**config.mk**
```make
export PLATFORM = sky130hd
export DESIGN_NAME = pcievdm_nios_avmm_arb
export DESIGN_NICKNAME = d
export VERILOG_FILES = /design/src/rtl/pcievdm_nios_avmm_arb.sv
export SDC_FILE = /design/constraint.sdc
export NUM_CORES = 1
export LEC_CHECK = 0
export ABC_CLOCK_PERIOD_IN_PS = 5600
export CORE_MARGIN = 10
export CORE_UTILIZATION = 34
export CTS_BUF_LIST = sky130_fd_sc_hd__clkbuf_8
export DETAILED_ROUTE_END_ITERATION = 10
export GPL_ROUTABILITY_DRIVEN = 1
export PLACE_DENSITY = 0.87
export SYNTH_ARGS = -nofsm -noshare
export SYNTH_HDL_FRONTEND = slang
export SYNTH_SLANG_ARGS = --single-unit
```
**constraint.sdc**
```tcl
create_clock -name clk -period 5.6 [get_ports clk]
set_input_delay 1.12 -clock clk [delete_from_list [all_inputs] [get_ports clk]]
set_output_delay 1.12 -clock clk [all_outputs]
set_load 0.01 [all_outputs]
```
**src/rtl/pcievdm_nios_avmm_arb.sv**
```systemverilog
// Round-robin arbiter sharing the PCIe VDM buffer NIOS AVMM slave.
// One command in flight; read watchdog counts pulse_1ms ticks.
module pcievdm_nios_avmm_arb #(
  parameter int ADDR_WIDTH = 9,
  parameter int DATA_WIDTH = 32,
  parameter int TIMEOUT_MS = 4,
  parameter logic [DATA_WIDTH-1:0] TIMEOUT_DATA = 'hDEAD_BEEF
) (
  input  logic                  clk,
  input  logic                  reset,
  input  logic                  pulse_1ms,
  input  logic [ADDR_WIDTH-1:0] m0_addr,
  input  logic                  m0_write,
  input  logic                  m0_read,
  input  logic [DATA_WIDTH-1:0] m0_wrdata,
  output logic [DATA_WIDTH-1:0] m0_rddata,
  output logic                  m0_rddvld,
  output logic                  m0_waitreq,
  input  logic [ADDR_WIDTH-1:0] m1_addr,
  input  logic                  m1_write,
  input  logic                  m1_read,
  input  logic [DATA_WIDTH-1:0] m1_wrdata,
  output logic [DATA_WIDTH-1:0] m1_rddata,
  output logic                  m1_rddvld,
  output logic                  m1_waitreq,
  output logic [ADDR_WIDTH-1:0] s_addr,
  output logic                  s_write,
  output logic                  s_read,
  output logic [DATA_WIDTH-1:0] s_wrdata,
  input  logic [DATA_WIDTH-1:0] s_rddata,
  input  logic                  s_rddvld,
  input  logic                  s_waitreq,
  input  logic                  err_clr,
  output logic                  rd_timeout_err,
  output logic [7:0]            late_rsp_cnt
);

  typedef enum logic [1:0] {
    IDLE = 2'd0,
    GNT  = 2'd1,
    RDW  = 2'd2
  } state_t;

  localparam logic [7:0] TO_CNT = 8'(TIMEOUT_MS);

  state_t                  state;
  logic                    grant;
  logic                    last_grant;
  logic [7:0]              wd_cnt;

  logic                    req0;
  logic                    req1;
  logic                    next_grant;
  logic                    in_gnt;
  logic                    in_rdw;
  logic                    g_write;
  logic                    g_read;
  logic                    g_req;
  logic [ADDR_WIDTH-1:0]   g_addr;
  logic [DATA_WIDTH-1:0]   g_wrdata;
  logic                    timeout_hit;
  logic                    rsp_vld;
  logic [DATA_WIDTH-1:0]   rsp_data;
  logic                    late;
  logic [7:0]              late_base;

  assign req0 = m0_read | m0_write;
  assign req1 = m1_read | m1_write;
  // Under contention alternate away from the last accepted master.
  assign next_grant = (req0 & req1) ? ~last_grant : req1;

  assign in_gnt = (state == GNT);
  assign in_rdw = (state == RDW);

  // Write dominates a simultaneous read on the same master.
  assign g_write  = grant ? m1_write : m0_write;
  assign g_read   = (grant ? m1_read : m0_read) & ~g_write;
  assign g_req    = g_write | g_read;
  assign g_addr   = grant ? m1_addr : m0_addr;
  assign g_wrdata = grant ? m1_wrdata : m0_wrdata;

  assign s_addr   = in_gnt ? g_addr : '0;
  assign s_wrdata = in_gnt ? g_wrdata : '0;
  assign s_write  = in_gnt & g_write;
  assign s_read   = in_gnt & g_read;

  assign m0_waitreq = (in_gnt & ~grant) ? s_waitreq : 1'b1;
  assign m1_waitreq = (in_gnt & grant) ? s_waitreq : 1'b1;

  // Real data beats a timeout landing on the same cycle.
  assign timeout_hit = in_rdw & pulse_1ms & ~s_rddvld &
                       (wd_cnt == TO_CNT);
  assign rsp_vld  = in_rdw & (s_rddvld | timeout_hit);
  assign rsp_data = s_rddvld ? s_rddata : TIMEOUT_DATA;

  assign m0_rddvld = rsp_vld & ~grant;
  assign m1_rddvld = rsp_vld & grant;
  assign m0_rddata = m0_rddvld ? rsp_data : '0;
  assign m1_rddata = m1_rddvld ? rsp_data : '0;

  assign late      = s_rddvld & ~in_rdw;
  assign late_base = err_clr ? 8'd0 : late_rsp_cnt;

  // Arbitration and transaction sequencing.
  always_ff @(posedge clk or posedge reset) begin
    if (reset) begin
      state      <= IDLE;
      grant      <= 1'b0;
      last_grant <= 1'b1;
      wd_cnt     <= 8'd0;
    end else begin
      unique case (state)
        IDLE: begin
          if (req0 | req1) begin
            grant <= next_grant;
            state <= GNT;
          end
        end
        GNT: begin
          if (!g_req) begin
            state <= IDLE;
          end else if (!s_waitreq) begin
            last_grant <= grant;
            if (g_write) begin
              state <= IDLE;
            end else begin
              state  <= RDW;
              wd_cnt <= 8'd0;
            end
          end
        end
        RDW: begin
          if (s_rddvld | timeout_hit) begin
            state <= IDLE;
          end else if (pulse_1ms) begin
            wd_cnt <= wd_cnt + 8'd1;
          end
        end
        default: state <= IDLE;
      endcase
    end
  end

  // Sticky debug status; a set event overrides err_clr.
  always_ff @(posedge clk or posedge reset) begin
    if (reset) begin
      rd_timeout_err <= 1'b0;
      late_rsp_cnt   <= 8'd0;
    end else begin
      if (timeout_hit) begin
        rd_timeout_err <= 1'b1;
      end else if (err_clr) begin
        rd_timeout_err <= 1'b0;
      end
      if (late) begin
        late_rsp_cnt <= (late_base == 8'hFF) ? late_base
                                             : late_base + 8'd1;
      end else if (err_clr) begin
        late_rsp_cnt <= 8'd0;
      end
    end
  end

endmodule

```
==> impl_results.md <==
- Run status: finished clean
- RSZ-0062 raised after global routing: false
- P per Cell Area: 275 nW/µm²
- Mapped Cells: 347
- CTS clk-pin slew, worst paths: 70 ps
- Core area: 7290 µm²
- Achievable clock frequency: 206 MHz
- CTS tree: yes
- Avg Cell Area, Syn: 7.42 µm²
- Hold WC Path Type: flip-flop to flip-flop
- Number of inserted diodes: 0
- Sink Count: 21
- Post-synth top area cell: dfrtp_1
- Area taken by flip-flops and latches: 528 µm²
- # port buffers: 243
- Floorplan die height: 107 µm
- Most common cell in the netlist: nor2_1
- Number of I/O pins: 244
- Number of buffers inserted by post-CTS setup repair: 0
- Ys Warns: 0
- GRT Util Overall: 19.8%
- Power, Total: 1.39 mW
- Worst Path Arrival: 3730 ps
- Post-synth top area share: 19.4%
- Final-layout fill cell count: 576
- Synth Register Bits: 21
- Highest net fanout along the worst path: 33
- Global placer's final weighted congestion: 0.840
- Number of clock buffers inserted by TritonCTS: 3
- Post-cts resize count: 0
- Register area share after synthesis: 20.5%
- Sequential cell fraction of total power: 15.5%
- Clock tree root buffer cell: clkbuf_8
- Sum Neg Setup Slack: 0 ps
- Multi-input combinational cell area: 1840 µm²
- Final critical path time including I/O delays and setup: 4850 ps
- Mapped Area: 2570 µm²
- Required time at the endpoint of the critical path: 4480 ps
- Design internal power: 0.801 mW
- Final setup fails: 0
- Relative max-transition margin: 32.8%
- Number of failing hold endpoints at the final stage: 0
- Clock Power Share: 6.9%
- Type of destination of the critical path: output port
- Crit path launch type: input port
- Final period util: 86.7%
- Area growth syn-to-layout: 95.9%
- Routed Wire Length: 12500 µm
- Initial cell density of the core: 35.3%
- Switch share: 42.3%
- Worst-case vdd ir drop: 0.194 mV
- Number of distinct library cells after synthesis: 58
- Number of synthesized flops with an enable pin: 0
- Per-cell via count in the routed design: 5.00
- DR vias: 3354
- Post-synth top flop: dfrtp_1
- Leading cell types by total area after synthesis: dfrtp_1 (19%), mux2i_1 (17%), nor2_1 (14%), nor2b_1 (5.8%), nor2_4 (4.8%)
- Vias in the first global route: 3367
- Number of remaining DRC errors: 0
- Synth top cells by count: nor2_1 (96), mux2i_1 (43), nor2b_1 (24), dfrtp_1 (20), nand2_1 (19)
- Wire length of the first global-routing pass: 18500 µm
- Utilization after layout: 69.1%
- Maximum number of buffers from clock root to sink: 2
- Total number of H-tree levels: 1
- Worst reg2reg setup slack: 3440 ps
- Antenna violations before repair: 0
- Combinational share of power: 77.6%
- Placed Cells incl. Taps: 667
- Fraction of layout instances using a drive strength above 1: 7.17%
- Count of pins over their slew limit: 0
- Fin Clk Skew: 5.59 ps
- Post-synthesis async set-or-reset flop share: 100%
- Residual overflow from global routing: 0
- Type of the worst setup path: input port to output port
- Transition time of the tightest slew-check pin: 1010 ps
- Die extent in x: 107 µm
- Hold slack final: 480 ps
- Leakage power summed over all cells: 2.06 nW
- Cell Rows: 31
- Number of nets in the layout: 700
- Antenna-violating nets left: 0
- Largest net degree at the start of global routing: 53
- Number of violations of the max-capacitance limit: 0
- Routed wirelength normalized by instance count: 18.7 µm
- Psw: 0.586 mW
- Clk Latency, worst-skew pair: 250 ps
- Die ar.: 11500 µm²
- Synthesized net count: 474
- Initial detailed-routing violation count: 63
- Hold buffers post-CTS: 0
- Detailed-routing iteration count for the pre-antenna-repair pass: 4
- Sum of net half-perimeters after detailed placement: 11100 µm
- Number of standard cells in the final layout excluding fillers: 671
final cells by class:
cell class / instances / share of cell area, %
clock buffers: 3 / 0.819
clock inverters: 1 / 0.0745
inverters: 10 / 0.745
multi-input cells: 290 / 36.6
flip-flops and latches: 21 / 10.5
well taps: 99 / 2.46
repair buffers: 247 / 48.8
through the flow:
step | area, µm² | setup WS (ps)
2_1_floorplan | 2570 | 2260
3_3_place_gp | 5000 | 849
3_5_place_dp | 5000 | 746
4_1_cts | 5040 | 747
5_1_grt | 5040 | 632
6_report | 5040 | 747
routing by layer:
layer  global-route usage (%)  vias to the layer above  part of all wire (%)
met5                        0                        -                     0
met4                     3.29                        0                  0.82
met3                     9.82                        8                    13
met2                     36.7                      211                    49
met1                     19.8                     1522                    36
li1                         -                     1613                     -
logic make-up after synthesis:
kind of cell             count (synthesis)  synth area share [%]
buffers and inverters                   36                  7.92
multiplexers                            45                  17.6
adder cells (fa/ha/maj)                  3                  1.46
XOR/XNOR                                 1                 0.340
AND/OR/NAND/NOR                        206                  42.3
AO/OA/AOI/OAI                           35                  9.87
flip-flops                              21                  20.5
state kept, by name, summed over array words and instances, names as in the netlist:
| name | count |
|---|---|
| late_rsp_cnt | 8 |
| rd_timeout_err | 1 |
| state | 2 |
| grant | 1 |
| wd_cnt | 8 |
| last_grant | 1 |
cell usage in the layout, fill, tap and decap left out, types with 3 or more instances in the layout:
cell             netlist  layout
inv_1                 10      11
nand4_1                3       3
a21oi_1                5       5
clkbuf_8               0       3
nor2b_1               24      24
nor3_1                 5       5
o21ai_0                5       5
nand3b_1               3       3
ha_1                   3       3
dfrtp_1               20      19
nor3b_1                4       4
mux2i_1               43      43
nand2b_1               6       6
nand2_1               19      19
o211ai_1               3       3
nand3_1                5       5
and2b_2                5       5
nor2_2                 9       9
nor2_4                11      11
nor2_1                96      96
clkdlybuf4s50_1        0     243
buf_4                  0       4
power groups by stage:
stage	Combinational, mW	Clock, mW	Sequential [mW]
2_1_floorplan	0.554	0	0.206
3_3_place_gp	1.07	0	0.216
3_5_place_dp	1.09	0	0.218
4_1_cts	1.09	0.0977	0.215
5_1_grt	1.15	0.104	0.221
6_report	1.08	0.0953	0.216
worst max-delay path, stage by stage:
cell	delay [ps]
clkdlybuf4s50_1	530
nand4b_1	160
o21ba_1	250
or3_2	840
nor2_2	230
clkdlybuf4s50_1	580
final timing paths:
path                                          end  depth (start not counted)                   start
min                        last_grant$_DFFE_PP1P_                          2  last_grant$_DFFE_PP1P_
min reg2reg                last_grant$_DFFE_PP1P_                          2  last_grant$_DFFE_PP1P_
min in group asynchronous   wd_cnt[5]$_DFFE_PP0P_                          2                   reset
max                                 m0_rddata[21]                          6               pulse_1ms
max in group asynchronous       grant$_DFFE_PP0P_                          2                   reset
max reg2reg                 wd_cnt[3]$_DFFE_PP0P_                          5       grant$_DFFE_PP0P_
Power figures use the tool's default switching activity.
